## config.mk

```make
export PLATFORM = sky130hd
export DESIGN_NAME = lsu_subword
export DESIGN_NICKNAME = d
export VERILOG_FILES = /design/src/rtl/lsu_subword.sv
export SDC_FILE = /design/constraint.sdc
export NUM_CORES = 1
export LEC_CHECK = 0
export ABC_AREA = 1
export BUFFER_PORTS_ARGS = -buffer_cell sky130_fd_sc_hd__buf_2
export CORE_ASPECT_RATIO = 0.6
export CORE_MARGIN = 5
export CORE_UTILIZATION = 45
export DETAILED_ROUTE_END_ITERATION = 8
export PLACE_DENSITY = 0.7
export SKIP_LAST_GASP = 1
export SLEW_MARGIN = 40
export SYNTH_ARGS = -nofsm -noshare
export SYNTH_HDL_FRONTEND = slang
export SYNTH_SLANG_ARGS = --single-unit
```

## constraint.sdc

```tcl
create_clock -name clk -period 2.5 [get_ports clk]
set_input_delay 0.5 -clock clk [delete_from_list [all_inputs] [get_ports clk]]
set_output_delay 0.5 -clock clk [all_outputs]
set_load 0.005 [all_outputs]
```

## src/rtl/lsu_subword.sv

```systemverilog
// Sub-word load/store initiator: RV32I B/H/W accesses on top of a word-only memory.
// Loads extract and extend one lane; sub-word stores run a read-modify-write.

package lsu_subword_pkg;
    typedef logic [31:0] addr_t;
    typedef logic [31:0] data_t;
    typedef logic        enable_t;

    typedef struct packed {
        addr_t      addr;
        enable_t    we;
        logic [2:0] funct3;
        data_t      wdata;
    } req_t;

    typedef enum logic [1:0] {
        IDLE  = 2'd0,
        READ  = 2'd1,
        WRITE = 2'd2,
        RESP  = 2'd3
    } state_t;
endpackage

// One byte lane of the store merge: either keep the old byte or take the new one.
module lsu_byte_lane (
    input  logic       en,
    input  logic [7:0] old_byte,
    input  logic [7:0] new_byte,
    output logic [7:0] merged
);
    assign merged = en ? new_byte : old_byte;
endmodule

module lsu_subword
    import lsu_subword_pkg::*;
(
    input  logic    clk,
    input  logic    rst,
    input  enable_t req_valid_i,
    output enable_t req_ready_o,
    input  addr_t   req_addr_i,
    input  enable_t req_we_i,
    input  logic [2:0] req_funct3_i,
    input  data_t   req_wdata_i,
    output enable_t resp_valid_o,
    input  enable_t resp_ready_i,
    output data_t   resp_rdata_o,
    output enable_t resp_err_o,
    output addr_t   dmem_addr_o,
    output enable_t dmem_ren_o,
    input  data_t   dmem_rdata_i,
    output enable_t dmem_wen_o,
    output data_t   dmem_wdata_o
);
    localparam int NUM_LANES = 4;

    state_t state, state_next;
    req_t   req;
    data_t  word;
    data_t  rdata;
    logic   err;

    logic   accept;
    logic   bad;
    data_t  lane_data;
    data_t  load_ext;
    data_t  store_data;
    data_t  merged_word;
    logic [NUM_LANES-1:0] byte_en;

    function automatic logic bad_access(input logic [2:0] f3, input logic we, input logic [1:0] a);
        logic b;
        case (f3)
            3'b000:         b = 1'b0;
            3'b001:         b = a[0];
            3'b010:         b = (a != 2'b00);
            3'b100, 3'b101: b = we;
            default:        b = 1'b1;
        endcase
        return b;
    endfunction

    assign accept = req_valid_i && (state == IDLE);
    assign bad    = bad_access(req_funct3_i, req_we_i, req_addr_i[1:0]);

    // Lane selection by shifting the word down; halfwords are already known aligned here.
    assign lane_data = dmem_rdata_i >> {req.addr[1:0], 3'b000};

    always_comb begin
        load_ext = dmem_rdata_i;
        case (req.funct3)
            3'b000:  load_ext = {{24{lane_data[7]}},  lane_data[7:0]};
            3'b001:  load_ext = {{16{lane_data[15]}}, lane_data[15:0]};
            3'b100:  load_ext = {24'h0, lane_data[7:0]};
            3'b101:  load_ext = {16'h0, lane_data[15:0]};
            default: load_ext = dmem_rdata_i;
        endcase
    end

    always_comb begin
        byte_en    = 4'b1111;
        store_data = req.wdata;
        case (req.funct3[1:0])
            2'b00: begin
                byte_en    = 4'b0001 << req.addr[1:0];
                store_data = {4{req.wdata[7:0]}};
            end
            2'b01: begin
                byte_en    = req.addr[1] ? 4'b1100 : 4'b0011;
                store_data = {2{req.wdata[15:0]}};
            end
            default: begin
                byte_en    = 4'b1111;
                store_data = req.wdata;
            end
        endcase
    end

    genvar g;
    generate
        for (g = 0; g < NUM_LANES; g++) begin : g_lane
            lsu_byte_lane u_lane (
                .en       (byte_en[g]),
                .old_byte (dmem_rdata_i[8*g +: 8]),
                .new_byte (store_data[8*g +: 8]),
                .merged   (merged_word[8*g +: 8])
            );
        end
    endgenerate

    always_comb begin
        state_next = state;
        case (state)
            IDLE: begin
                if (accept) begin
                    if (bad)
                        state_next = RESP;
                    else if (req_we_i && req_funct3_i == 3'b010)
                        state_next = WRITE;
                    else
                        state_next = READ;
                end
            end
            READ:    state_next = req.we ? WRITE : RESP;
            WRITE:   state_next = RESP;
            RESP:    state_next = resp_ready_i ? IDLE : RESP;
            default: state_next = IDLE;
        endcase
    end

    always_ff @(posedge clk) begin
        if (rst) begin
            state <= IDLE;
            req   <= '0;
            word  <= '0;
            rdata <= '0;
            err   <= 1'b0;
        end else begin
            state <= state_next;
            case (state)
                IDLE: begin
                    if (accept) begin
                        req   <= '{addr: req_addr_i, we: req_we_i,
                                   funct3: req_funct3_i, wdata: req_wdata_i};
                        err   <= bad;
                        rdata <= '0;
                        // A full-word store writes the request data unchanged.
                        word  <= req_wdata_i;
                    end
                end
                READ: begin
                    if (req.we)
                        word <= merged_word;
                    else
                        rdata <= load_ext;
                end
                default: ;
            endcase
        end
    end

    // Outputs are gated by rst so an aborted transaction cannot issue a write in the reset cycle.
    always_comb begin
        req_ready_o  = 1'b0;
        resp_valid_o = 1'b0;
        resp_rdata_o = '0;
        resp_err_o   = 1'b0;
        dmem_addr_o  = '0;
        dmem_ren_o   = 1'b0;
        dmem_wen_o   = 1'b0;
        dmem_wdata_o = '0;
        if (!rst) begin
            case (state)
                IDLE: req_ready_o = 1'b1;
                READ: begin
                    dmem_ren_o  = 1'b1;
                    dmem_addr_o = {req.addr[31:2], 2'b00};
                end
                WRITE: begin
                    dmem_wen_o   = 1'b1;
                    dmem_addr_o  = {req.addr[31:2], 2'b00};
                    dmem_wdata_o = word;
                end
                RESP: begin
                    resp_valid_o = 1'b1;
                    resp_rdata_o = rdata;
                    resp_err_o   = err;
                end
                default: ;
            endcase
        end
    end

    always_ff @(posedge clk) begin
        if (!rst) begin
            assert (!(dmem_ren_o && dmem_wen_o));
        end
    end
endmodule

```

Word-level counts from Yosys, hierarchy flattened

Cells that the tools add are included.
W data, S select, Z words.

Equal/unequal tests: 14
Shift operators: 2
Mux-type cells: 37
Reductions and logical operators: 13

Operator list:

| cell                  | count |
|---|---|
| $mux W32              | 10 |
| $pmux W32 S2          | 3 |
| $pmux W32 S4          | 1 |
| $mux W8               | 4 |
| $shr A32 B5 Y16       | 1 |
| $eq A3 B3 Y1 const B  | 4 |
| $mux W1               | 11 |
| $mux W2               | 4 |
| $pmux W2 S4           | 1 |
| $pmux W4 S2           | 1 |
| $eq A3 B1 Y1 const B  | 2 |
| $logic_not A3 Y1      | 2 |
| $ne A2 B2 Y1 const B  | 3 |
| $reduce_and A3 Y1     | 2 |
| $eq A2 B1 Y1 const B  | 2 |
| $eq A2 B2 Y1 const B  | 2 |
| $logic_not A2 Y1      | 2 |
| $mux W4               | 1 |
| $pmux W1 S4           | 1 |
| $reduce_bool A2 Y1    | 2 |
| $reduce_or A2 Y1      | 2 |
| $shl A1 B2 Y4 const A | 1 |
| $eq A3 B2 Y1 const B  | 1 |
| $logic_and A1 B1 Y1   | 2 |
| $reduce_and A2 Y1     | 1 |

Register bits: 135
Word-level logic and storage cells: 74

Logic depth before layout (Yosys ltp)

Gate-level depths: netlist of the first run.

Depth after elaboration: 6
Mapped depth: 11

Modules after synthesis

From an unflattened synthesis of the first run, not the netlist that was laid out.

Cell total of the unflattened synthesis: 1224
Area, all modules: 7455.9 um^2

By module, submodules not included:

| module        | instances | cells an instance | area an instance (um^2) | seq. area each (um^2) |
|---|---|---|---|---|
| lsu_subword   | 1         | 1120              | 7035.5                  | 2702.6 |
| lsu_byte_lane | 4         | 26                | 105.1                   | 0.0 |

Worst setup path before layout of the first run

OpenSTA, ideal clock, no wires.

Path type: reg-to-output
From: register state[1]
To: output dmem_ren_o
Data arrival time: 1.247 ns
Data required time: 2.000 ns
Slack: 0.753 ns
Cell stages (with the launch flop): 7
Cells stage by stage: dfxtp_1 -> inv_1 -> ha_1 -> inv_1 -> buf_2 -> buf_1 -> nor2_1

Longest elaborated chain between the ends: 3

RTL lines:

| element                | line | text |
|---|---|---|
| from (decl)            | 57   | `state_t state, state_next;` |
| from (signal assigned) | 159  | `state <= state_next;` |
| $eq A2 B1 Y1           | 193  | `case (state)` |
| $mux W1                | 193  |  |
| $mux W1                | 192  | `if (!rst) begin` |
| to (decl)              | 50   | `output enable_t dmem_ren_o,` |

No other way between the ends.

Worst setup path after layout of the first run

From: register state[0]
To: output dmem_wdata_o[11]

Longest elaborated chain between the ends: 3

RTL lines:

| element      | line | text |
|---|---|---|
| $eq A2 B2 Y1 | 193  |  |
| $mux W32     | 193  |  |
| $mux W32     | 192  |  |
| to (decl)    | 53   | `output data_t dmem_wdata_o` |

No other way between the ends.

==> results of run 1 <==
-- placed cells by master (no fill, tap or decap) --
cell and n:
sky130_fd_sc_hd__nand2_2 13, sky130_fd_sc_hd__a21oi_1 133, sky130_fd_sc_hd__o21ai_0 110, sky130_fd_sc_hd__nand3_4 2, sky130_fd_sc_hd__buf_12 1, sky130_fd_sc_hd__nor2_1 228, sky130_fd_sc_hd__clkinvlp_4 7, sky130_fd_sc_hd__clkbuf_8 1
sky130_fd_sc_hd__nand3_1 60, sky130_fd_sc_hd__nor2_4 1, sky130_fd_sc_hd__nand2_4 1, sky130_fd_sc_hd__or2_2 8, sky130_fd_sc_hd__inv_2 7, sky130_fd_sc_hd__clkbuf_1 1, sky130_fd_sc_hd__buf_4 27, sky130_fd_sc_hd__a21oi_2 12
sky130_fd_sc_hd__clkbuf_16 17, sky130_fd_sc_hd__nand2_1 279, sky130_fd_sc_hd__nor2_2 4, sky130_fd_sc_hd__o2111ai_1 4, sky130_fd_sc_hd__nand4_1 2, sky130_fd_sc_hd__diode_2 1, sky130_fd_sc_hd__nor3_1 1, sky130_fd_sc_hd__inv_6 5
sky130_fd_sc_hd__o211ai_1 25, sky130_fd_sc_hd__ha_1 5, sky130_fd_sc_hd__buf_2 201, sky130_fd_sc_hd__inv_1 51, sky130_fd_sc_hd__dfxtp_1 135, sky130_fd_sc_hd__clkinv_2 2, sky130_fd_sc_hd__conb_1 2
-- cells by family after synthesis --
logic type	count (synthesis)	synth area share
flops	135	0.3657
buf+inv	148	0.08702
other cells	1	0.0005074
fa+ha+maj	5	0.008465
compound gates	284	0.2089
simple gates	599	0.3294
-- cell type report --
cell class	count	area share
multi-input combinational	890	0.4493
sequential	135	0.2999
timing repair buffer	229	0.1364
clock buffer	19	0.04915
tap	209	0.02902
inverter	59	0.02513
clock inverter	13	0.01083
antenna	1	0.0002777
-- where the power goes --
group,leakage [nW],internal [W],switching [W]
sequential,1.11,0.00288,0.000489
combinational,2.81,0.00144,0.00313
clock,0.245,0.00130,0.00101
-- tightest hold or removal path: cells and delay by family --
family,cells,cell delay [ns]
buffers and inverters,1,0.07
AO/OA/AOI/OAI,1,0.07
AND/OR/NAND/NOR,1,0.07
-- through the flow --
| stage | hold WS, ns | cells | instance area (um^2) | worst slack, ns | total power (W) |
|---|---|---|---|---|---|
| after floorplan | 0.4403 | 1173 | 7395 | 0.7533 | 0.006600 |
| after global placement | 0.4548 | 1522 | 8468 | 0.5728 | 0.007827 |
| after detailed placement | 0.4549 | 1522 | 8468 | 0.5511 | 0.007860 |
| after CTS | 0.3183 | 1554 | 9009 | 0.1498 | 0.01020 |
| after global routing | 0.3287 | 1555 | 9011 | 0.03319 | 0.01098 |
| final | 0.3241 | 1555 | 9011 | 0.1509 | 0.01025 |
-- path summary, 6_finish.rpt --
check                 startpoint               end
setup / recovery        state[0]  dmem_wdata_o[11]
hold / removal    req_addr_i[24]           req[60]
setup reg to reg         req[33]         rdata[30]
hold reg to reg        rdata[19]         rdata[19]
-- registers in the layout (all words and copies together) (netlist names) --
| register | count |
|---|---|
| err | 1 |
| rdata | 32 |
| req | 68 |
| state | 2 |
| word | 32 |
-- layer usage --
layer,vias to the layer above,global-route usage,share of wire
li1,4107,-,-
met1,3732,0.4054,0.48
met2,401,0.3590,0.39
met3,39,0.06445,0.11
met4,0,0.06062,0.014
met5,-,0,0
==> impl_results.html, run 1 <==
<table>
<tr><th>Metric</th><th>Value</th></tr>
<tr><th colspan="2">Run status</th></tr>
<tr><td>Outcome</td><td>finished, final reports clean</td></tr>
<tr><th colspan="2">Clock network</th></tr>
<tr><td>Clk Latency, worst-skew pair</td><td>0.42 ns</td></tr>
<tr><td>Clock tree from TritonCTS</td><td>yes</td></tr>
<tr><td>Clock H-tree levels</td><td>4</td></tr>
<tr><td>Num CTS Buffers</td><td>17</td></tr>
<tr><td>Root Buffer Master</td><td>sky130_fd_sc_hd__clkbuf_16</td></tr>
<tr><td>Setup repair bufs after CTS</td><td>0</td></tr>
<tr><td>Number of hold buffers added after CTS</td><td>0</td></tr>
<tr><td>Sink count of the clock tree</td><td>135</td></tr>
<tr><td>PostCTS Resize Cnt</td><td>0</td></tr>
<tr><td>Largest buffer count on any clock path</td><td>2</td></tr>
<tr><td>Clock-pin transition on the worst setup and hold timing paths</td><td>0.06 ns</td></tr>
<tr><th colspan="2">Floorplan</th></tr>
<tr><td># IOs</td><td>205</td></tr>
<tr><td>Initial standard-cell utilization of the core</td><td>0.4571</td></tr>
<tr><td>Die area</td><td>0.01917 mm^2</td></tr>
<tr><td>Number of cell rows</td><td>36</td></tr>
<tr><td>Die outline width</td><td>175.5 um</td></tr>
<tr><td>Chip height</td><td>109.3 um</td></tr>
<tr><td>Core ar.</td><td>0.01617 mm^2</td></tr>
<tr><th colspan="2">STA</th></tr>
<tr><td>Maximum frequency from static timing analysis</td><td>0.4257 GHz</td></tr>
<tr><td>Setup repair after global routing missed its margin</td><td>no</td></tr>
<tr><td>Final worst-path cycle share</td><td>0.9396</td></tr>
<tr><td>Final critical path time including I/O delays and setup</td><td>2.349 ns</td></tr>
<tr><td>Number of slew-limit violations in the final report</td><td>0</td></tr>
<tr><td>Number of failing hold endpoints at the final stage</td><td>0</td></tr>
<tr><td>Worst slew slack as a fraction of its limit</td><td>0.5796</td></tr>
<tr><td>TNS Setup</td><td>0 ns</td></tr>
<tr><td>Setup Skew</td><td>0.01213 ns</td></tr>
<tr><td>Slew @ Worst Pin</td><td>0.6307 ns</td></tr>
<tr><td>Final setup violation count</td><td>0</td></tr>
<tr><th colspan="2">Pwr</th></tr>
<tr><td>Leakage power summed over all cells</td><td>4.170 nW</td></tr>
<tr><td>Power density of the placed cells</td><td>1137 mW/mm^2</td></tr>
<tr><td>Maximum ir drop on the vdd rail</td><td>0.0005823 V</td></tr>
<tr><th colspan="2">Synth</th></tr>
<tr><td>Number of instances in the synthesized netlist</td><td>1172</td></tr>
<tr><td>Synthesized cell area</td><td>0.007391 mm^2</td></tr>
<tr><td>Largest cells by area after synthesis</td><td>sky130_fd_sc_hd__dfxtp_1, sky130_fd_sc_hd__nand2_1, sky130_fd_sc_hd__nor2_1</td></tr>
<tr><td>Sequential element share of the synthesized area</td><td>0.3657</td></tr>
<tr><td>Commonest cells post-synth</td><td>sky130_fd_sc_hd__nand2_1, sky130_fd_sc_hd__nor2_1, sky130_fd_sc_hd__dfxtp_1</td></tr>
<tr><td>Most frequent cell after synthesis</td><td>sky130_fd_sc_hd__nand2_1</td></tr>
<tr><td>Async S/R FF share, synth</td><td>0</td></tr>
<tr><td>Yosys warning count</td><td>0</td></tr>
<tr><td>Number of distinct library cells after synthesis</td><td>28</td></tr>
<tr><td>Number of flops mapped to enable cells by yosys</td><td>0</td></tr>
<tr><td>Top cell type's share of synthesized area</td><td>0.3657</td></tr>
<tr><td>Post-synth top flop</td><td>sky130_fd_sc_hd__dfxtp_1</td></tr>
<tr><td>Register bit count reported by yosys</td><td>135</td></tr>
<tr><td>Post-Synthesis Mean Instance Area</td><td>6.306 um^2</td></tr>
<tr><td>Dominant cell type by area after synthesis</td><td>sky130_fd_sc_hd__dfxtp_1</td></tr>
<tr><th colspan="2">Critical path</th></tr>
<tr><td>Crit-path leading delay family</td><td>buffers and inverters</td></tr>
<tr><td>Data arrival, critical path</td><td>1.85 ns</td></tr>
<tr><td>Critical Path End Type</td><td>output pin</td></tr>
<tr><td>List of cells traversed by the critical path</td><td>inv_1 -&gt; ha_1 -&gt; buf_4 -&gt; nand2_1 -&gt; nor2_1 -&gt; buf_2</td></tr>
<tr><td>R2R Setup Slk</td><td>0.49 ns</td></tr>
<tr><td>Standard cell with the maximum stage delay on the critical path</td><td>sky130_fd_sc_hd__dfxtp_1</td></tr>
<tr><td>Required time worst endpoint</td><td>2.00 ns</td></tr>
<tr><td>Worst r2r path cells</td><td>7</td></tr>
<tr><td>CP bufs+invs</td><td>3</td></tr>
<tr><td>Worst setup SP type</td><td>flip-flop</td></tr>
<tr><td>Critical Setup Path Class</td><td>reg2out</td></tr>
<tr><td>Max FO, Critical Path</td><td>20</td></tr>
<tr><td>CP Depth</td><td>6</td></tr>
<tr><td>Largest stage delay, worst path</td><td>0.34 ns</td></tr>
<tr><th colspan="2">Global routing</th></tr>
<tr><td>Maximum number of pins on one net before global-route repair</td><td>60</td></tr>
<tr><td>Total congestion overflow</td><td>0</td></tr>
<tr><td>Vias in the first global route</td><td>7476</td></tr>
<tr><td>GRT Resource Usage Total</td><td>0.2614</td></tr>
<tr><td>Global-route wire length before repair</td><td>39680 um</td></tr>
<tr><td>Antenna violations before repair</td><td>1</td></tr>
<tr><th colspan="2">Finish</th></tr>
<tr><td>Proportion of layout cells with a drive suffix above 1</td><td>0.2297</td></tr>
<tr><td>Flip-flop and latch area</td><td>0.002703 mm^2</td></tr>
<tr><td>Layout Nets</td><td>1441</td></tr>
<tr><td>Combined area of the multi-input logic cells</td><td>0.004049 mm^2</td></tr>
<tr><td>Final core utilization</td><td>0.5573</td></tr>
<tr><td>Synthesis-to-finish area growth</td><td>21.92%</td></tr>
<tr><td>Count of filler cells inserted in the layout</td><td>1686</td></tr>
<tr><th colspan="2">Drt</th></tr>
<tr><td>Total iterations of the first detailed-routing run</td><td>5</td></tr>
<tr><td>Routed wire length</td><td>25400 um</td></tr>
<tr><td>Initial DRC count</td><td>1026</td></tr>
<tr><td>Via count normalized by instance count</td><td>5.324</td></tr>
<tr><td>Via count</td><td>8279</td></tr>
<tr><td>Average wire length per cell after detail routing</td><td>16.33 um</td></tr>
<tr><td>Remaining antenna violation count after routing</td><td>0</td></tr>
<tr><td>Post-route DRC</td><td>0</td></tr>
<tr><th colspan="2">Placement</th></tr>
<tr><td>DP HPWL</td><td>18870 um</td></tr>
<tr><td>Port bufs</td><td>202</td></tr>
<tr><td>RePlAce Congestion</td><td>0.9630</td></tr>
<tr><th colspan="2">Min path</th></tr>
<tr><td>Type of the tightest min-delay check</td><td>in2reg</td></tr>
<tr><td>Depth of the worst hold-timing path</td><td>3</td></tr>
<tr><th colspan="2">Flow run</th></tr>
<tr><td>Reported max-cap violation count</td><td>0</td></tr>
</table>
Power figures use the tool's default switching activity.
==> inputs of run 2 (changes only) <==
- ABC_AREA: 1 -> 0
- CORE_UTILIZATION: 45 -> 57
- MAX_ROUTING_LAYER: not set -> met4
- PLACE_DENSITY: 0.7 -> 0.87
==> impl_results.html, run 2 <==
<table>
<tr><th>Metric</th><th>Value</th></tr>
<tr><th colspan="2">Critical path</th></tr>
<tr><td>Critical Path End Type</td><td>output pin (unchanged)</td></tr>
<tr><td>Worst setup SP type</td><td>flip-flop (unchanged)</td></tr>
<tr><td>Critical Setup Path Class</td><td>reg2out (unchanged)</td></tr>
<tr><td>R2R Setup Slk</td><td>0.26 ns (was 0.49 ns)</td></tr>
<tr><td>Required time worst endpoint</td><td>2.00 ns (about the same)</td></tr>
<tr><td>Max FO, Critical Path</td><td>30 (was 20)</td></tr>
<tr><td>Data arrival, critical path</td><td>1.83 ns (was 1.85 ns)</td></tr>
<tr><th colspan="2">Synth</th></tr>
<tr><td>Sequential element share of the synthesized area</td><td>0.3829 (was 0.3657)</td></tr>
<tr><td>Number of instances in the synthesized netlist</td><td>891 (was 1172)</td></tr>
<tr><td>Synthesized cell area</td><td>0.007058 mm^2 (was 0.007391 mm^2)</td></tr>
<tr><td>Top cell type's share of synthesized area</td><td>0.3829 (was 0.3657)</td></tr>
<tr><td>Post-Synthesis Mean Instance Area</td><td>7.921 um^2 (was 6.306 um^2)</td></tr>
<tr><td>Post-synth top flop</td><td>sky130_fd_sc_hd__dfxtp_1 (unchanged)</td></tr>
<tr><td>Commonest cells post-synth</td><td>sky130_fd_sc_hd__nand2_1, sky130_fd_sc_hd__dfxtp_1, sky130_fd_sc_hd__and2_1 (was sky130_fd_sc_hd__nand2_1, sky130_fd_sc_hd__nor2_1, sky130_fd_sc_hd__dfxtp_1)</td></tr>
<tr><td>Yosys warning count</td><td>0 (unchanged)</td></tr>
<tr><td>Number of distinct library cells after synthesis</td><td>55 (was 28)</td></tr>
<tr><td>Async S/R FF share, synth</td><td>0 (unchanged)</td></tr>
<tr><td>Dominant cell type by area after synthesis</td><td>sky130_fd_sc_hd__dfxtp_1 (unchanged)</td></tr>
<tr><td>Register bit count reported by yosys</td><td>135 (unchanged)</td></tr>
<tr><td>Largest cells by area after synthesis</td><td>sky130_fd_sc_hd__dfxtp_1, sky130_fd_sc_hd__nand2_1, sky130_fd_sc_hd__and2_1 (was sky130_fd_sc_hd__dfxtp_1, sky130_fd_sc_hd__nand2_1, sky130_fd_sc_hd__nor2_1)</td></tr>
<tr><td>Number of flops mapped to enable cells by yosys</td><td>0 (unchanged)</td></tr>
<tr><td>Most frequent cell after synthesis</td><td>sky130_fd_sc_hd__nand2_1 (unchanged)</td></tr>
<tr><th colspan="2">Finish</th></tr>
<tr><td>Proportion of layout cells with a drive suffix above 1</td><td>0.2643 (was 0.2297)</td></tr>
<tr><td>Largest registers</td><td>req: 68 flops, rdata: 32 flops, word: 32 flops (unchanged)</td></tr>
<tr><td>Leading cell types in the layout, fill and taps excluded</td><td>sky130_fd_sc_hd__buf_2, sky130_fd_sc_hd__nand2_1, sky130_fd_sc_hd__dfxtp_1, sky130_fd_sc_hd__and2_1, sky130_fd_sc_hd__a21oi_1 (was sky130_fd_sc_hd__nand2_1, sky130_fd_sc_hd__nor2_1, sky130_fd_sc_hd__buf_2, sky130_fd_sc_hd__dfxtp_1, sky130_fd_sc_hd__a21oi_1)</td></tr>
<tr><td>Synthesis-to-finish area growth</td><td>22.50% (was 21.92%)</td></tr>
<tr><td>Register ranked first by flip-flop count</td><td>req (unchanged)</td></tr>
<tr><td>Count of filler cells inserted in the layout</td><td>1006 (was 1686)</td></tr>
<tr><td>Antenna cell count</td><td>0 (was 1)</td></tr>
<tr><td>Most common library cell in the layout ignoring fill and taps</td><td>sky130_fd_sc_hd__buf_2 (was sky130_fd_sc_hd__nand2_1)</td></tr>
<tr><td>Layout Nets</td><td>1163 (was 1441)</td></tr>
<tr><td>Largest register FFs</td><td>68 (unchanged)</td></tr>
<tr><th colspan="2">Clock network</th></tr>
<tr><td>Clock tree from TritonCTS</td><td>yes (unchanged)</td></tr>
<tr><td>Number of hold buffers added after CTS</td><td>0 (unchanged)</td></tr>
<tr><td>Sink count of the clock tree</td><td>135 (unchanged)</td></tr>
<tr><td>Clk Latency, worst-skew pair</td><td>0.42 ns (about the same)</td></tr>
<tr><td>Clock H-tree levels</td><td>4 (unchanged)</td></tr>
<tr><td>Root Buffer Master</td><td>sky130_fd_sc_hd__clkbuf_16 (unchanged)</td></tr>
<tr><td>Clock-pin transition on the worst setup and hold timing paths</td><td>0.06 ns (about the same)</td></tr>
<tr><td>Num CTS Buffers</td><td>17 (unchanged)</td></tr>
<tr><td>Largest buffer count on any clock path</td><td>2 (unchanged)</td></tr>
<tr><th colspan="2">Floorplan</th></tr>
<tr><td>Die outline width</td><td>153.7 um (was 175.5 um)</td></tr>
<tr><td>Die area</td><td>0.01478 mm^2 (was 0.01917 mm^2)</td></tr>
<tr><td># IOs</td><td>205 (unchanged)</td></tr>
<tr><td>Chip height</td><td>96.20 um (was 109.3 um)</td></tr>
<tr><td>Initial standard-cell utilization of the core</td><td>0.5832 (was 0.4571)</td></tr>
<tr><td>Core ar.</td><td>0.01210 mm^2 (was 0.01617 mm^2)</td></tr>
<tr><td>Number of cell rows</td><td>31 (was 36)</td></tr>
<tr><th colspan="2">Drt</th></tr>
<tr><td>Initial DRC count</td><td>1134 (was 1026)</td></tr>
<tr><td>Total iterations of the first detailed-routing run</td><td>7 (was 5)</td></tr>
<tr><td>Routed wire length</td><td>22630 um (was 25400 um)</td></tr>
<tr><td>Via count normalized by instance count</td><td>5.950 (was 5.324)</td></tr>
<tr><td>Post-route DRC</td><td>0 (unchanged)</td></tr>
<tr><td>Average wire length per cell after detail routing</td><td>18.37 um (was 16.33 um)</td></tr>
<tr><td>Via count</td><td>7331 (was 8279)</td></tr>
<tr><td>Remaining antenna violation count after routing</td><td>0 (unchanged)</td></tr>
<tr><th colspan="2">STA</th></tr>
<tr><td>Setup Skew</td><td>0.008872 ns (was 0.01213 ns)</td></tr>
<tr><td>Final critical path time including I/O delays and setup</td><td>2.332 ns (was 2.349 ns)</td></tr>
<tr><td>Maximum frequency from static timing analysis</td><td>0.4288 GHz (was 0.4257 GHz)</td></tr>
<tr><td>Slew @ Worst Pin</td><td>0.7599 ns (was 0.6307 ns)</td></tr>
<tr><td>Worst slew slack as a fraction of its limit</td><td>0.4934 (was 0.5796)</td></tr>
<tr><td>Final worst-path cycle share</td><td>0.9329 (was 0.9396)</td></tr>
<tr><td>Number of failing hold endpoints at the final stage</td><td>0 (unchanged)</td></tr>
<tr><td>Number of slew-limit violations in the final report</td><td>0 (unchanged)</td></tr>
<tr><td>Final setup violation count</td><td>0 (unchanged)</td></tr>
<tr><td>TNS Setup</td><td>0 ns (unchanged)</td></tr>
<tr><td>Setup repair after global routing missed its margin</td><td>no (unchanged)</td></tr>
<tr><td>Worst hold margin</td><td>0.3175 ns (was 0.3241 ns)</td></tr>
<tr><th colspan="2">Placement</th></tr>
<tr><td>RePlAce Congestion</td><td>0.9852 (was 0.9630)</td></tr>
<tr><td>DP HPWL</td><td>16240 um (was 18870 um)</td></tr>
<tr><td>Port bufs</td><td>202 (unchanged)</td></tr>
<tr><th colspan="2">Global routing</th></tr>
<tr><td>GRT Resource Usage Total</td><td>0.3079 (was 0.2614)</td></tr>
<tr><td>Antenna violations before repair</td><td>0 (was 1)</td></tr>
<tr><td>Global-route wire length before repair</td><td>35140 um (was 39680 um)</td></tr>
<tr><td>Total congestion overflow</td><td>0 (unchanged)</td></tr>
<tr><td>Vias in the first global route</td><td>6646 (was 7476)</td></tr>
<tr><td>Maximum number of pins on one net before global-route repair</td><td>80 (was 60)</td></tr>
<tr><th colspan="2">Pwr</th></tr>
<tr><td>Power density of the placed cells</td><td>1013 mW/mm^2 (was 1137 mW/mm^2)</td></tr>
<tr><td>Leakage power summed over all cells</td><td>3.752 nW (was 4.170 nW)</td></tr>
<tr><td>Maximum ir drop on the vdd rail</td><td>0.0005811 V (was 0.0005823 V)</td></tr>
<tr><th colspan="2">Flow run</th></tr>
<tr><td>Reported max-cap violation count</td><td>0 (unchanged)</td></tr>
<tr><th colspan="2">Run status</th></tr>
<tr><td>Outcome</td><td>finished, final reports clean (unchanged)</td></tr>
<tr><th colspan="2">Min path</th></tr>
<tr><td>Type of the tightest min-delay check</td><td>in2reg (unchanged)</td></tr>
</table>
## run 2: worst max-delay path: stages, from the launching register on
cell	delay, ns
sky130_fd_sc_hd__dfxtp_1	0.38
sky130_fd_sc_hd__inv_1	0.11
sky130_fd_sc_hd__ha_1	0.28
sky130_fd_sc_hd__nor2b_1	0.17
sky130_fd_sc_hd__buf_6	0.22
sky130_fd_sc_hd__and2_1	0.15
sky130_fd_sc_hd__buf_2	0.11
## run 2: cells by family after synthesis
logic type      Yosys count  synth area share
fa+ha+maj                 5          0.008864
other cells               1         0.0005313
buf+inv                  88           0.05726
flops                   135            0.3829
mux                      17           0.02659
simple gates            401            0.2801
compound gates          244            0.2438
## run 2: repair_timing
item | 4_1_cts | 5_1_grt
resized for setup | 0 | 1
endpoints found under the setup margin | 0 | 18
setup buffers | 0 | 0
## run 2: worst paths after layout
path            startpoint              to  cells after the start
min          req_addr_i[6]         req[42]                      3
max reg2reg       state[0]       rdata[19]                      6
max               state[0]  dmem_addr_o[5]                      6
min reg2reg       rdata[0]        rdata[0]                      2
## run 2: stage by stage
step / setup slack (ns) / total power (W) / util / cell area [um^2] / cells
after floorplan: 0.6818 / 0.005334 / - / 7062 / 892
after global placement: 0.4300 / 0.006230 / 0.6685 / 8090 / 1200
after detailed placement: 0.3349 / 0.006323 / 0.6685 / 8090 / 1200
after CTS: 0.1287 / 0.008679 / 0.7141 / 8642 / 1232
after global routing: 0.01446 / 0.009254 / 0.7144 / 8646 / 1232
final: 0.1679 / 0.008758 / 0.7144 / 8646 / 1232
## run 2: where the power goes
part	internal [W]	total [W]	leakage, nW	switching (W)
clock network	0.00139	0.00236	0.258	0.000976
registers	0.00271	0.00307	1.11	0.000360
logic	0.00121	0.00332	2.39	0.00212
total	0.00531	0.00876	3.75	0.00345
## run 2: routing by layer
metal  share of wire  track usage  vias to the layer above  routed length [um]
met3            0.14       0.1002                       40                3128
met4           0.013      0.07494                        0                 286
met1            0.44       0.4311                     3405                9898
met5               0            -                        -                   0
met2            0.41       0.4286                      441                9317
li1                -            -                     3445                   -
## run 2: area by class of cell
type                       count  area (um^2)  area share
clock buffer                  20        446.7     0.05166
clock inverter                12        105.1     0.01216
inverter                       6        22.52    0.002605
multi-input combinational    669         3959      0.4579
sequential                   135         2704      0.3127
tap                          165        206.4     0.02388
timing repair buffer         225         1202      0.1391
